--- config.mk ---
export PLATFORM = sky130hd
export DESIGN_NAME = sipo_word_collector_flat
export DESIGN_NICKNAME = d
export VERILOG_FILES = /design/src/rtl/sipo_word_collector_if.sv /design/src/rtl/sipo_word_collector.sv /design/src/flat_wrapper.sv
export SDC_FILE = /design/constraint.sdc
export NUM_CORES = 1
export LEC_CHECK = 0
export BUFFER_PORTS_ARGS = -buffer_cell sky130_fd_sc_hd__buf_2
export CELL_PAD_IN_SITES_DETAIL_PLACEMENT = 1
export CELL_PAD_IN_SITES_GLOBAL_PLACEMENT = 2
export CORE_ASPECT_RATIO = 0.7
export CORE_MARGIN = 5
export CORE_UTILIZATION = 31
export CTS_CLUSTER_DIAMETER = 30
export DETAILED_ROUTE_END_ITERATION = 6
export PLACE_DENSITY_LB_ADDON = 0.12
export SLEW_MARGIN = 40
export SYNTH_ARGS = -nofsm -noshare
export SYNTH_HDL_FRONTEND = slang
export SYNTH_SLANG_ARGS = --single-unit
--- constraint.sdc ---
create_clock -name clk -period 2.24 [get_ports clk]
set_input_delay 0.224 -clock clk [delete_from_list [all_inputs] [get_ports clk]]
set_output_delay 0.224 -clock clk [all_outputs]
set_load 0.05 [all_outputs]
--- src/rtl/sipo_word_collector_if.sv ---
// rtl/sipo_word_collector_if.sv - byte-in / frame-out handshake bundle for sipo_word_collector
// Purpose: groups the serial byte stream, the assembled frame and the drop pulse.
// Signals:
//   in_data[7:0], in_valid, in_ready        serial byte stream into the collector
//   out_words[NINPUTS-1:0][IWIDTH-1:0]      assembled frame (index 0 = first word)
//   out_valid, out_ready                    frame handshake to the consumer
//   timeout_drop                            one-cycle pulse when a partial frame is discarded
// Modports: slave = collector side, master = producer/consumer side.
interface sipo_word_collector_if #(
  parameter int IWIDTH  = 10,
  parameter int NINPUTS = 8
);
  logic [7:0]        in_data;
  logic              in_valid;
  logic              in_ready;
  logic [IWIDTH-1:0] out_words [NINPUTS-1:0];
  logic              out_valid;
  logic              out_ready;
  logic              timeout_drop;

  modport slave (
    input  in_data, in_valid, out_ready,
    output in_ready, out_words, out_valid, timeout_drop
  );

  modport master (
    output in_data, in_valid, out_ready,
    input  in_ready, out_words, out_valid, timeout_drop
  );
endinterface

--- src/rtl/sipo_word_collector.sv ---
// rtl/sipo_word_collector.sv - assembles little-endian bytes into a frame of NINPUTS words
// Purpose: collects ceil(IWIDTH/8) bytes per word, NINPUTS words per frame, then holds
//          the frame stable with out_valid until the consumer takes it.
// Ports:
//   clk   rising-edge clock
//   rst   synchronous, active-high reset
//   bus   sipo_word_collector_if.slave (in_data/in_valid/in_ready, out_words/out_valid/
//         out_ready, timeout_drop)
// Parameters: IWIDTH (1..32), NINPUTS (>=2), TIMEOUT_CYCLES (>=2)
// Optional feature: define SIPO_COLLECT_TIMEOUT_EN to discard a partial frame after
//                   TIMEOUT_CYCLES idle cycles; otherwise timeout_drop is tied 0.
module sipo_word_collector #(
  parameter int IWIDTH         = 10,
  parameter int NINPUTS        = 8,
  parameter int TIMEOUT_CYCLES = 1000000
) (
  input  logic                 clk,
  input  logic                 rst,
  sipo_word_collector_if.slave bus
);
  localparam int BPW = (IWIDTH + 7) / 8;
  localparam int SW  = 8 * BPW;
  localparam int BW  = (BPW > 1) ? $clog2(BPW) : 1;
  localparam int WW  = $clog2(NINPUTS);

  if (IWIDTH < 1 || IWIDTH > 32 || NINPUTS < 2 || TIMEOUT_CYCLES < 2) begin : g_bad_params
    $error("sipo_word_collector: parameter out of range");
  end

  typedef enum logic {COLLECT, FULL} state_t;

  state_t            state_q, state_d;
  logic [BW-1:0]     byte_idx;
  logic [WW-1:0]     word_idx;
  logic [IWIDTH-1:0] words_q [NINPUTS-1:0];
  logic [IWIDTH-1:0] merged;
  logic [BW+2:0]     shamt;
  logic              in_ready, out_valid;
  logic              accept, last_byte, last_word, frame_done, release_frame;
  logic              timeout_hit;

  // Acceptance is derived from the registered state rather than in_ready to keep
  // the FSM output logic free of a combinational loop through frame_done.
  assign accept        = bus.in_valid && (state_q == COLLECT);
  assign last_byte     = (byte_idx == BW'(BPW - 1));
  assign last_word     = (word_idx == WW'(NINPUTS - 1));
  assign frame_done    = accept && last_byte && last_word;
  assign release_frame = (state_q == FULL) && bus.out_ready;

  always_ff @(posedge clk) begin
    if (rst) state_q <= COLLECT;
    else     state_q <= state_d;
  end

  always_comb begin
    state_d   = state_q;
    in_ready  = 1'b0;
    out_valid = 1'b0;
    unique case (state_q)
      COLLECT: begin
        in_ready = 1'b1;
        if (frame_done) state_d = FULL;
      end
      FULL: begin
        out_valid = 1'b1;
        if (bus.out_ready) state_d = COLLECT;
      end
      default: state_d = COLLECT;
    endcase
  end

  // Replace only the lane of the current byte; bits above IWIDTH-1 fall off in the cast.
  always_comb begin
    shamt  = {byte_idx, 3'b000};
    merged = (words_q[word_idx] & ~IWIDTH'(SW'(8'hFF) << shamt))
           | IWIDTH'(SW'(bus.in_data) << shamt);
  end

  always_ff @(posedge clk) begin
    if (rst) begin
      byte_idx <= '0;
      word_idx <= '0;
      for (int i = 0; i < NINPUTS; i++) words_q[i] <= '0;
    end else if (release_frame || timeout_hit) begin
      byte_idx <= '0;
      word_idx <= '0;
    end else if (accept) begin
      words_q[word_idx] <= merged;
      if (last_byte) begin
        byte_idx <= '0;
        word_idx <= last_word ? '0 : word_idx + WW'(1);
      end else begin
        byte_idx <= byte_idx + BW'(1);
      end
    end
  end

  assign bus.in_ready  = in_ready;
  assign bus.out_valid = out_valid;
  assign bus.out_words = words_q;

`ifdef SIPO_COLLECT_TIMEOUT_EN
  localparam int TW = $clog2(TIMEOUT_CYCLES + 1);

  logic [TW-1:0] idle_cnt;
  logic          drop_q;
  logic          partial;

  // A frame is partial once any byte has landed; indices are both zero otherwise.
  assign partial     = (byte_idx != '0) || (word_idx != '0);
  assign timeout_hit = (state_q == COLLECT) && !accept && partial
                     && (idle_cnt == TW'(TIMEOUT_CYCLES - 1));

  always_ff @(posedge clk) begin
    if (rst) begin
      idle_cnt <= '0;
      drop_q   <= 1'b0;
    end else begin
      drop_q <= timeout_hit;
      if (accept || timeout_hit || !partial || state_q != COLLECT) idle_cnt <= '0;
      else                                                          idle_cnt <= idle_cnt + TW'(1);
    end
  end

  assign bus.timeout_drop = drop_q;
`else
  assign timeout_hit      = 1'b0;
  assign bus.timeout_drop = 1'b0;
`endif
endmodule

--- src/flat_wrapper.sv ---
// flat-port wrapper written by rule: the top's interface ports become plain ports
module sipo_word_collector_flat 
#(
  parameter int IWIDTH         = 10,
  parameter int NINPUTS        = 8,
  parameter int TIMEOUT_CYCLES = 1000000
)
  (clk, rst, bus_in_data, bus_in_valid, bus_out_ready, bus_in_ready, bus_out_words, bus_out_valid, bus_timeout_drop);
  sipo_word_collector_if #(.IWIDTH(IWIDTH), .NINPUTS(NINPUTS)) bus_i ();
  input  logic clk;
  input  logic rst;
  input wire logic [$bits(bus_i.in_data)-1:0] bus_in_data;
  input wire logic [$bits(bus_i.in_valid)-1:0] bus_in_valid;
  input wire logic [$bits(bus_i.out_ready)-1:0] bus_out_ready;
  output wire logic [$bits(bus_i.in_ready)-1:0] bus_in_ready;
  output wire logic [$bits(bus_i.out_words)-1:0] bus_out_words;
  output wire logic [$bits(bus_i.out_valid)-1:0] bus_out_valid;
  output wire logic [$bits(bus_i.timeout_drop)-1:0] bus_timeout_drop;
  assign bus_i.in_data = bus_in_data;
  assign bus_i.in_valid = bus_in_valid;
  assign bus_i.out_ready = bus_out_ready;
  assign bus_in_ready = bus_i.in_ready;
  assign bus_out_words = {>>{bus_i.out_words}};
  assign bus_out_valid = bus_i.out_valid;
  assign bus_timeout_drop = bus_i.timeout_drop;
  sipo_word_collector #(.IWIDTH(IWIDTH), .NINPUTS(NINPUTS), .TIMEOUT_CYCLES(TIMEOUT_CYCLES)) u_core (.clk(clk), .rst(rst), .bus(bus_i));
endmodule
# Word level (Yosys, flattened, before mapping)
# Cells that the tools add are included.
[op_classes]
n_shift = 2
add_sub_neg = 2
n_reduce_logical = 8
magnitude_cmp = 2
bitwise_logic = 5
n_mux = 12
eq_ne = 1
[ops]
columns = ["op", "count"]
rows = [
  ["80-bit bitwise mux", 1],
  ["10-bit binary-select mux with 3-bit select", 1],
  ["10-bit demux with 3-bit select", 1],
  ["10-bit two-way mux", 2],
  ["10-bit bitwise AND", 1],
  ["10-bit inverter", 1],
  ["10-bit OR", 1],
  ["8-bit by 4-bit << shifter with 10-bit output", 1],
  ["8-bit by 4-bit << shifter with 10-bit output (first input constant)", 1],
  ["1-bit logical AND", 5],
  ["1-bit two-way mux", 5],
  ["3-bit by 4-bit less-than comparator with 1-bit output (second input constant)", 1],
  ["2-bit AND reduction", 2],
  ["3-bit by 1-bit adder with 3-bit output (second input constant)", 1],
  ["3-bit == test (second input constant)", 1],
  ["3-bit by 1-bit greater-or-equal comparator with 1-bit output (second input constant)", 1],
  ["3-bit two-way mux", 1],
  ["1-bit inverter", 2],
  ["1-bit case mux with 2 select lines", 1],
  ["2-bit OR reduction", 1],
  ["1-bit adder (second input constant)", 1],
]
[totals]
reg_bits = 85
inputBits = 12
output_inout_bits = 83
word_cells = 43

# Longest topological paths before layout
# Gate-level depths: netlist (run 1).
[depth]
ltp_word = 6
mapped_depth = 8
ltp_nobuf = 5

# Worst setup path before layout (run 1)
# OpenSTA, ideal clock, no wires.
[synth_path]
kind = "register -> register"
startpoint = "register u_core.word_idx[0]"
endpoint = "register u_core.words_q (netlist bit u_core.bus.out_words[49])"
n_path_buf = 1
stages_incl_launch_ff = 7
t_arrival_ps = 1630
setup_time_ps = 130
period_less_slack_ps = 1759
required_time_ps = 2110
path_slack_ps = 481
cell_sequence = "dfxtp_1 buf_6 mux2_1 a221oi_1 o21ai_1 o221ai_2 o21ai_1"
[synth_via]
elab_chain_len = 5
word_cells_on_any_way = 10
cone_classes = "order compare (2); mux (5); bitwise (2); reduce/logical (1)"
[synth_rtl]
columns = ["element", "line_no", "rtl"]
rows = [
  ["start: declaration", "sipo_word_collector.sv:34", "logic [WW-1:0] word_idx;"],
  ["start signal: assignment", "sipo_word_collector.sv:91", "word_idx <= last_word ? '0 : word_idx + WW'(1);"],
  ["3-bit by 4-bit less-than comparator with 1-bit output (implied by the code) (tied with other cells)", "sipo_word_collector.sv:88", "words_q[word_idx] <= merged;"],
  ["1-bit logical AND (implied by the code) or 10-bit two-way mux (tied branches)", "sipo_word_collector.sv:88, sipo_word_collector.sv:75", ""],
  ["10-bit two-way mux (implied by the code) or 10-bit bitwise AND (tied branches)", "sipo_word_collector.sv:88, sipo_word_collector.sv:75", ""],
  ["10-bit demux with 3-bit select or 10-bit OR (tied branches)", "-", ""],
  ["80-bit bitwise mux *", "sipo_word_collector.sv:88", ""],
  ["end signal: indexed assignment", "sipo_word_collector.sv:88", ""],
  ["end: declaration", "sipo_word_collector.sv:35", "logic [IWIDTH-1:0] words_q [NINPUTS-1:0];"],
]
# Mark *: on every way between the ends. The rest lies on a longest branch, timed or not. The select of a mux whose other input is x is not followed.
# A chain may end at the register's enable or synchronous reset.

# Worst setup path in the final report (run 1)
[layout_path]
startpoint = "register u_core.word_idx[1]"
endpoint = "register u_core.words_q (netlist bit u_core.bus.out_words[5])"
# The elaborated chain is that of the path after synthesis.

==> results.json, run 1 <==
{
  "grt_pass1_vias": 3616,
  "via_per_inst": 5.26,
  "finalHoldViolations": 0,
  "grt_pass1_wl_um": 21500,
  "slew_headroom_pct": 46.8,
  "min_period_ns": 2.12,
  "combPwrFrac_pct": 11.7,
  "wl_per_cell_um": 20.4,
  "dp.cells": 665,
  "dieHeight_um": 102,
  "antenna_found_initial": 0,
  "ant_nets": 0,
  "start_kind": "flop",
  "cp-end-kind": "flop",
  "fmax_mhz": 472,
  "core_area_um2": 11800,
  "io_buffers": 93,
  "peakVddDrop_mv": 0.392,
  "vias": 3576,
  "routed_wl_um": 13900,
  "worstMarginPinSlew_ns": 0.796,
  "synthDistinctLibCells": 35,
  "setup_viol": 0,
  "grt_max_degree": 47,
  "power_frac_clock_pct": 41.2,
  "worstSetupPathType": "reg -> reg",
  "min_path_cells": 2,
  "synth_seq_area_share_pct": 45.5,
  "post-route-period-util_pct": 94.6,
  "drcViolationCount": 0,
  "critPathArrivalTime_ns": 2.39,
  "final.setup.tns_ns": 0,
  "mostFrequentLayoutCell": "buf_2",
  "clkLatencyLatePin_ns": 0.34,
  "numCtsBuffers": 9,
  "min-delay-path-class": "in -> reg",
  "clk_pin_slew_ns": 0.06,
  "path_cells": "buf_12 > mux2i_1 > o21ai_0 > a211oi_1 > or3_1 > buf_4 > o21ai_1",
  "layout-drive-gt1-share_pct": 31.7,
  "initial_core_util_pct": 31.7,
  "synthCells": 425,
  "rrSetupSlack_ns": 0.12,
  "status": "completed",
  "sw_frac_of_total_pct": 27.1,
  "synth.top_cells.by_area": "dfxtp_1, nand3_1, o21ai_1",
  "ys_ff_latch": 85,
  "synth_top_area_share_pct": 45.5,
  "mostFrequentLayoutCells": "buf_2, nand3_1, dfxtp_1, o21ai_1, buf_4",
  "yosys_warnings": 0,
  "maxCapViolations": 0,
  "power_frac_seq_pct": 47.1,
  "yosysTopAreaCell": "dfxtp_1",
  "netSwitchingPower_w": 0.000900,
  "p_int_w": 0.00242,
  "cpMaxStageDelayCell": "o21ai_0",
  "dr.pass1.iters": 4,
  "required_ns": 2.51,
  "dp_hpwl_um": 10600,
  "overflow": 0,
  "slew_viol_final": 0,
  "gp_congestion": 0.875,
  "power_w": 0.00332,
  "hold_path_end": "u_core.byte_idx$_SDFFE_PP0N_",
  "initialDrtViolationCount": 243,
  "syn2layout_area_growth_pct": 26.8,
  "reg2reg_from": "u_core.word_idx[1]$_SDFFE_PP0P_",
  "synth_fp_nets": 439,
  "clkSinkCount": 85,
  "r2r_end": "u_core.bus.out_words[5]$_SDFFE_PP0P_",
  "p_leak_nw": 1.91,
  "finClkSkew_ns": 0.00914,
  "max_stage_delay_ns": 0.44,
  "crit_family": "compound AO/OA/AOI/OAI gates",
  "crit_fanout": 31,
  "cts_setup_buffers": 0,
  "fin_nets": 533,
  "cts_tree": "built",
  "postSynthAreaPerCell_um2": 8.79,
  "rows": 33,
  "antenna_cells": 0,
  "cts_root_buffer": "clkbuf_16",
  "grt_use_total_pct": 19.8,
  "dieArea_um2": 14400,
  "io_pins": 95,
  "die-width_um": 141,
  "power.density_nw_per_um2": 702,
  "cts_buffer_depth": 2,
  "reg2regPathDepth": 7,
  "rsz0062_at_grt": "false",
  "htreeDepth": 3,
  "fin_cells": 680,
  "syn-cell-area_um2": 3740,
  "startpoint": "u_core.word_idx[1]$_SDFFE_PP0P_",
  "worst-path-buf-inv": 2,
  "min_from": "rst"
}
[timing repair]
| item | CTS | global route |
|---|---|---|
| hold buffers | 0 | 0 |
| setup endpoints to repair | 0 | 8 |
| resized for setup | 0 | 1 |
[cell usage after synthesis]
cell,instances
mux2i_1,16
o21ai_0,14
o21ai_1,66
a211oi_1,6
mux2_1,10
nand4_1,1
clkbuf_1,27
a221oi_1,2
buf_6,3
o21ai_2,12
nand3_1,88
nor2_1,9
or3_1,3
a22oi_1,6
o221ai_2,6
nand2_1,13
conb_1,1
nor3_1,1
o221ai_1,1
nor2b_1,7
inv_1,3
buf_4,2
and2_1,1
a21oi_1,12
buf_2,10
o22ai_1,4
dfxtp_1,85
ha_1,2
nand2b_1,1
inv_2,1
o2111ai_1,1
o211ai_1,1
mux2_2,4
nor3b_1,5
o211ai_2,1
[per-layer routing]
| metal | global-route usage (%) | vias to the layer above | share of wire, % | wire length (um) |
|---|---|---|---|---|
| li1 | - | 1741 | - | - |
| met1 | 29.5 | 1744 | 52 | 7250 |
| met2 | 28.9 | 78 | 42 | 5780 |
| met3 | 4.49 | 13 | 5.0 | 689 |
| met4 | 5.06 | 0 | 1.3 | 184 |
| met5 | 0 | - | 0 | 0 |
[cell families (layout without fill, tap and decap cells)]
kind of cell	after synthesis	in the layout	share of synthesized area [%]
adders and majority gates	2	2	0.670
DFF	85	85	45.5
buffers and inverters	46	144	5.76
and+or+nand+nor	129	129	17.3
muxes	30	30	8.51
AOI/OAI and AO/OA	132	132	22.1
other	1	1	0.100
[state kept, by name, summed over array words and instances, names as in the netlist]
register	flops
u_core.state_q	1
u_core.byte_idx	1
u_core.word_idx	3
u_core.bus.out_words	80
[stage by stage]
| step | util (%) | area [um^2] | hold slack (ns) | setup slack (ns) |
|---|---|---|---|---|
| after floorplan | - | 3740 | 0.293 | 0.481 |
| after global placement | 37.9 | 4460 | 0.462 | 0.135 |
| after detailed placement | 37.9 | 4460 | 0.470 | 0.118 |
| after CTS | 40.2 | 4730 | 0.112 | 0.105 |
| after global routing | 40.3 | 4740 | 0.130 | 0.0676 |
| final | 40.3 | 4740 | 0.133 | 0.121 |
[power by group through the flow]
| stage | Clock, W | Combinational (W) | Sequential [W] |
|---|---|---|---|
| 2_1_floorplan | 0 | 0.000178 | 0.00166 |
| 3_3_place_gp | 0 | 0.000385 | 0.00160 |
| 3_5_place_dp | 0 | 0.000389 | 0.00160 |
| 4_1_cts | 0.00142 | 0.000390 | 0.00156 |
| 5_1_grt | 0.00147 | 0.000417 | 0.00157 |
| 6_report | 0.00137 | 0.000389 | 0.00156 |
[worst max path at each step]
stage | slack [ns] | cells after the start | end
floorplan | 0.48 | 6 | u_core.bus.out_words[49]$_SDFFE_PP0P_
global placement | 0.13 | 6 | u_core.bus.out_words[44]$_SDFFE_PP0P_
detailed placement | 0.12 | 6 | u_core.bus.out_words[4]$_SDFFE_PP0P_
CTS | 0.11 | 6 | u_core.bus.out_words[44]$_SDFFE_PP0P_
global route | 0.07 | 7 | u_core.bus.out_words[65]$_SDFFE_PP0P_
finish | 0.12 | 7 | u_core.bus.out_words[5]$_SDFFE_PP0P_
[cell type report]
type	count	area (um^2)
fillers	1423	7030
clock inverters	4	25.0
well taps	157	196
flip-flops and latches	85	1700
repair buffers	125	731
inverters	4	15.0
clock buffers	11	243
multi-input cells	294	1820
Power figures use the tool's default switching activity.
==> run 2: changes to the inputs <==
Settings changed: PLACE_DENSITY_LB_ADDON 0.12 to 0.2.
==> run 2 against run 1 <==
Compared with the run above: highest routed layer unchanged; worst setup slack improved by 0.013 ns; clock power increased by 11%; critical path depth unchanged; core utilization increased by 0.12 points; power increased by 4.3%; critical endpoint is now u_core.bus.out_words[23]$_SDFFE_PP0P_; critical path type unchanged; cell area increased by 0.29%; wire length increased by 3.1%; die area unchanged.
==> results.json, run 2 (synthesis results as in run 1) <==
{
  "fmax_mhz": 475,
  "slew_headroom_pct": 51.1,
  "fin_nets": 532,
  "layout-drive-gt1-share_pct": 32.1,
  "grt_max_degree": 33,
  "setup_viol": 0,
  "dieHeight_um": 102,
  "grt_use_total_pct": 20.3,
  "path_cells": "buf_4 > mux2_1 > a22oi_1 > o22ai_1 > o221ai_2 > buf_4 > o21ai_1",
  "num-fill-cells": 1417,
  "min_from": "rst",
  "worst-path-buf-inv": 2,
  "required_ns": 2.44,
  "dieArea_um2": 14400,
  "max_stage_delay_ns": 0.43,
  "cts_setup_buffers": 0,
  "slew_viol_final": 0,
  "finalHoldViolations": 0,
  "power.density_nw_per_um2": 729,
  "startpoint": "u_core.word_idx[1]$_SDFFE_PP0P_",
  "vias": 3633,
  "cpMaxStageDelayCell": "dfxtp_1",
  "routed_wl_um": 14300,
  "via_per_inst": 5.34,
  "dp_hpwl_um": 10900,
  "initial_core_util_pct": 31.7,
  "antenna_cells": 0,
  "clkLatencyLatePin_ns": 0.34,
  "antenna_found_initial": 0,
  "core_area_um2": 11800,
  "clk_pin_slew_ns": 0.07,
  "finClkSkew_ns": 0.00526,
  "p_leak_nw": 1.93,
  "clkSinkCount": 85,
  "mostFrequentLayoutCell": "buf_2",
  "largest_reg_flops": 80,
  "rsz0062_at_grt": "false",
  "cts_root_buffer": "clkbuf_16",
  "min-delay-path-class": "in -> reg",
  "io_pins": 95,
  "syn2layout_area_growth_pct": 27.2,
  "worstMarginPinSlew_ns": 0.731,
  "min_period_ns": 2.11,
  "grt_pass1_vias": 3718,
  "fin_util_pct": 40.4,
  "numCtsBuffers": 9,
  "fin_cells": 680,
  "htreeDepth": 3,
  "cts_buffer_depth": 2,
  "initialDrtViolationCount": 251,
  "die-width_um": 141,
  "drcViolationCount": 0,
  "maxCapViolations": 0,
  "cts_tree": "built",
  "worstSetupPathType": "reg -> reg",
  "wl_per_cell_um": 21.1,
  "mostFrequentLayoutCells": "buf_2, nand3_1, dfxtp_1, o21ai_1, buf_4",
  "start_kind": "flop",
  "hold_buffers": 0,
  "crit_family": "compound AO/OA/AOI/OAI gates",
  "ant_nets": 0,
  "io_buffers": 93,
  "cp-end-kind": "flop",
  "reg2reg_from": "u_core.word_idx[1]$_SDFFE_PP0P_",
  "status": "completed",
  "rows": 33,
  "dr.pass1.iters": 4,
  "post-route-period-util_pct": 94.0,
  "overflow": 0,
  "critPathArrivalTime_ns": 2.31,
  "peakVddDrop_mv": 0.375,
  "crit_fanout": 6,
  "path_common_cell": "buf_4",
  "dp.cells": 664,
  "grt_pass1_wl_um": 22000,
  "gp_congestion": 0.795
}
==> run 2: cell types whose count changed in the layout (fill, tap and decap cells not counted), sizes merged <==
cell	change
buf	-1
bufinv	+1
clkbuf	-1
clkinv	+1
clkinvlp	-1
inv	+1
==> run 2: path summary, 6_finish.rpt <==
kind / to / slack (ns) / depth (start not counted)
setup / recovery: u_core.bus.out_words[23]$_SDFFE_PP0P_ / 0.13 / 7
setup reg to reg: u_core.bus.out_words[23]$_SDFFE_PP0P_ / 0.13 / 7
hold / removal: u_core.state_q$_SDFF_PP0_ / 0.16 / 2
hold reg to reg: u_core.bus.out_words[41]$_SDFFE_PP0P_ / 0.47 / 2
==> run 2: area by class of cell <==
class                           count  area, um^2  area share (%)
Multi-Input combinational cell    294        1830            38.6
Sequential cell                    85        1710            35.9
Timing Repair Buffer              124         698            14.7
Clock buffer                       10         239            5.03
Tap cell                          157         196            4.13
Clock inverter                      6        61.3            1.29
Inverter                            4        15.0           0.316
==> run 2: repair_timing <==
| item | CTS | global route |
|---|---|---|
| cloned | 0 | 0 |
| endpoints found under the hold margin | 0 | 0 |
| endpoints found under the setup margin | 7 | 8 |
| gates resized for setup | 2 | 2 |
==> run 2: per-stage QoR <==
stage	setup WS [ns]	TNS, ns	cell area [um^2]	total power, W	hold WS, ns
after floorplan	0.481	0	3740	0.00183	0.293
after global placement	-0.0464	-0.257	4430	0.00197	0.457
after detailed placement	-0.0224	-0.103	4430	0.00197	0.468
after CTS	0.0769	0	4750	0.00350	0.163
after global routing	0.0381	0	4750	0.00361	0.158
final	0.134	0	4750	0.00347	0.161
==> run 2: routing by layer <==
layer  wire [um]  GRT usage, %  up-vias
met4         112          4.54        0
li1            -             -     1749
met1        6560          27.8     1785
met5           0             0        -
met3         952          4.54        6
met2        6710          32.9       93
==> run 2: report_power, final <==
part,total [W],internal [W],switching [W],leakage [nW]
sequential,0.00157,0.00153,0.0000322,0.688
clock,0.00152,0.000893,0.000630,0.149
combinational,0.000375,0.000106,0.000270,1.09
total,0.00347,0.00253,0.000932,1.93
==> run 3: changes to the inputs <==
Settings changed: RECOVER_POWER from default to 25.
==> run 3 against run 2 <==
Compared with the run above: non-clock buffer count unchanged; wire length increased by 0.10%; sequential cell count stayed put; critical path type unchanged.
==> results.json, run 3 (synthesis results as in run 1) <==
{
  "drcViolationCount": 0,
  "layout-drive-gt1-share_pct": 24.3,
  "cp-end-kind": "flop",
  "slew_viol_final": 0,
  "worstSetupPathType": "reg -> reg",
  "clkLatencyLatePin_ns": 0.34,
  "fin_nets": 532,
  "power_frac_clock_pct": 44.0,
  "clk_pin_slew_ns": 0.07,
  "power_frac_seq_pct": 45.2,
  "critPathArrivalTime_ns": 2.33,
  "p_int_w": 0.00253,
  "hold_ws_ns": 0.160,
  "dp.cells": 664,
  "combPwrFrac_pct": 10.8,
  "min_period_ns": 2.13,
  "required_ns": 2.44,
  "grt_pass1_vias": 3718,
  "clkSinkCount": 85,
  "setup_viol": 0,
  "crit_fanout": 6,
  "dieArea_um2": 14400,
  "initialDrtViolationCount": 281,
  "cts_tree": "built",
  "min-delay-path-class": "in -> reg",
  "finClkSkew_ns": 0.00599,
  "fmax_mhz": 470,
  "vias": 3652,
  "antenna_cells": 0,
  "routed_wl_um": 14300,
  "dieHeight_um": 102,
  "rsz0062_at_grt": "false",
  "p_leak_nw": 1.75,
  "power.density_nw_per_um2": 738,
  "mostFrequentLayoutCell": "nand3_1",
  "io_buffers": 93,
  "post-route-period-util_pct": 94.9,
  "gp_congestion": 0.795,
  "overflow": 0,
  "die-width_um": 141,
  "initial_core_util_pct": 31.7,
  "maxCapViolations": 0,
  "worstMarginPinSlew_ns": 0.735,
  "htreeDepth": 3,
  "largest_reg_flops": 80,
  "num-fill-cells": 1435,
  "dp_hpwl_um": 10900,
  "io_pins": 95,
  "cts_buffer_depth": 2,
  "netSwitchingPower_w": 0.000937,
  "ant_nets": 0,
  "sw_frac_of_total_pct": 27.0,
  "status": "completed",
  "grt_max_degree": 33,
  "core_area_um2": 11800,
  "dr.pass1.iters": 4,
  "wl_per_cell_um": 21.1,
  "grt_pass1_wl_um": 22000,
  "finalHoldViolations": 0,
  "fin_cells": 680,
  "mostFrequentLayoutCells": "nand3_1, dfxtp_1, o21ai_1, buf_2, clkbuf_1",
  "peakVddDrop_mv": 0.378,
  "start_kind": "flop",
  "antenna_found_initial": 0,
  "cts_root_buffer": "clkbuf_16",
  "syn2layout_area_growth_pct": 25.8,
  "numCtsBuffers": 9,
  "via_per_inst": 5.37,
  "slew_headroom_pct": 50.9,
  "grt_use_total_pct": 20.3,
  "rows": 33
}
-- run 3: per-layer routing --
metal | track usage (%) | wire, um | up-vias
met3 | 4.54 | 736 | 11
li1 | - | - | 1756
met2 | 32.9 | 6660 | 100
met5 | 0 | 0 | -
met1 | 27.8 | 6800 | 1785
met4 | 4.54 | 145 | 0
-- run 3: layout make-up --
cell class	instances	area, um^2	share of cell area (%)
Multi-Input combinational cell	294	1830	39.0
Sequential cell	85	1710	36.3
Timing Repair Buffer	124	647	13.8
Clock buffer	10	239	5.09
Tap cell	157	196	4.18
Clock inverter	6	61.3	1.30
Inverter	4	15.0	0.319
-- run 3: worst paths after layout --
kind | slack (ns) | depth (start not counted) | from | endpoint
worst max-delay path | 0.11 | 7 | u_core.word_idx[1]$_SDFFE_PP0P_ | u_core.bus.out_words[23]$_SDFFE_PP0P_
worst min-delay path | 0.16 | 2 | rst | u_core.state_q$_SDFF_PP0_
worst max register to register | 0.11 | 7 | u_core.word_idx[1]$_SDFFE_PP0P_ | u_core.bus.out_words[23]$_SDFFE_PP0P_
worst min register to register | 0.47 | 2 | u_core.bus.out_words[41]$_SDFFE_PP0P_ | u_core.bus.out_words[41]$_SDFFE_PP0P_
-- run 3: power by group through the flow --
stage / clock network, W / registers [W] / logic [W]
after floorplan: 0 / 0.00166 / 0.000178
after global placement: 0 / 0.00160 / 0.000367
after detailed placement: 0 / 0.00160 / 0.000372
after CTS: 0.00156 / 0.00157 / 0.000378
after global routing: 0.00164 / 0.00157 / 0.000399
final: 0.00153 / 0.00157 / 0.000375
-- run 3: worst max-delay path, cell delays in order, from the launching register on --
cell and delay [ns]:
dfxtp_1 0.43, buf_4 0.17, mux2_1 0.38, a22oi_1 0.33, o22ai_1 0.16, o221ai_2 0.23
buf_4 0.22, o21ai_1 0.07
-- run 3: timing repair --
| action | 4_1_cts | 5_1_grt |
|---|---|---|
| gates resized for setup | 2 | 2 |
| hold buffers | 0 | 0 |
| endpoints found under the setup margin | 7 | 8 |
| buffers inserted | 0 | 0 |
| hold endpoints to repair | 0 | 0 |
-- run 3: metrics by stage --
| step | util (%) | TNS (ns) | worst slack (ns) | area (um^2) | power (W) |
|---|---|---|---|---|---|
| floorplan | - | 0 | 0.481 | 3740 | 0.00183 |
| global placement | 37.7 | -0.257 | -0.0464 | 4430 | 0.00197 |
| detailed placement | 37.7 | -0.103 | -0.0224 | 4430 | 0.00197 |
| CTS | 40.3 | 0 | 0.0769 | 4750 | 0.00350 |
| global route | 39.9 | 0 | 0.0381 | 4700 | 0.00361 |
| finish | 39.9 | 0 | 0.114 | 4700 | 0.00347 |
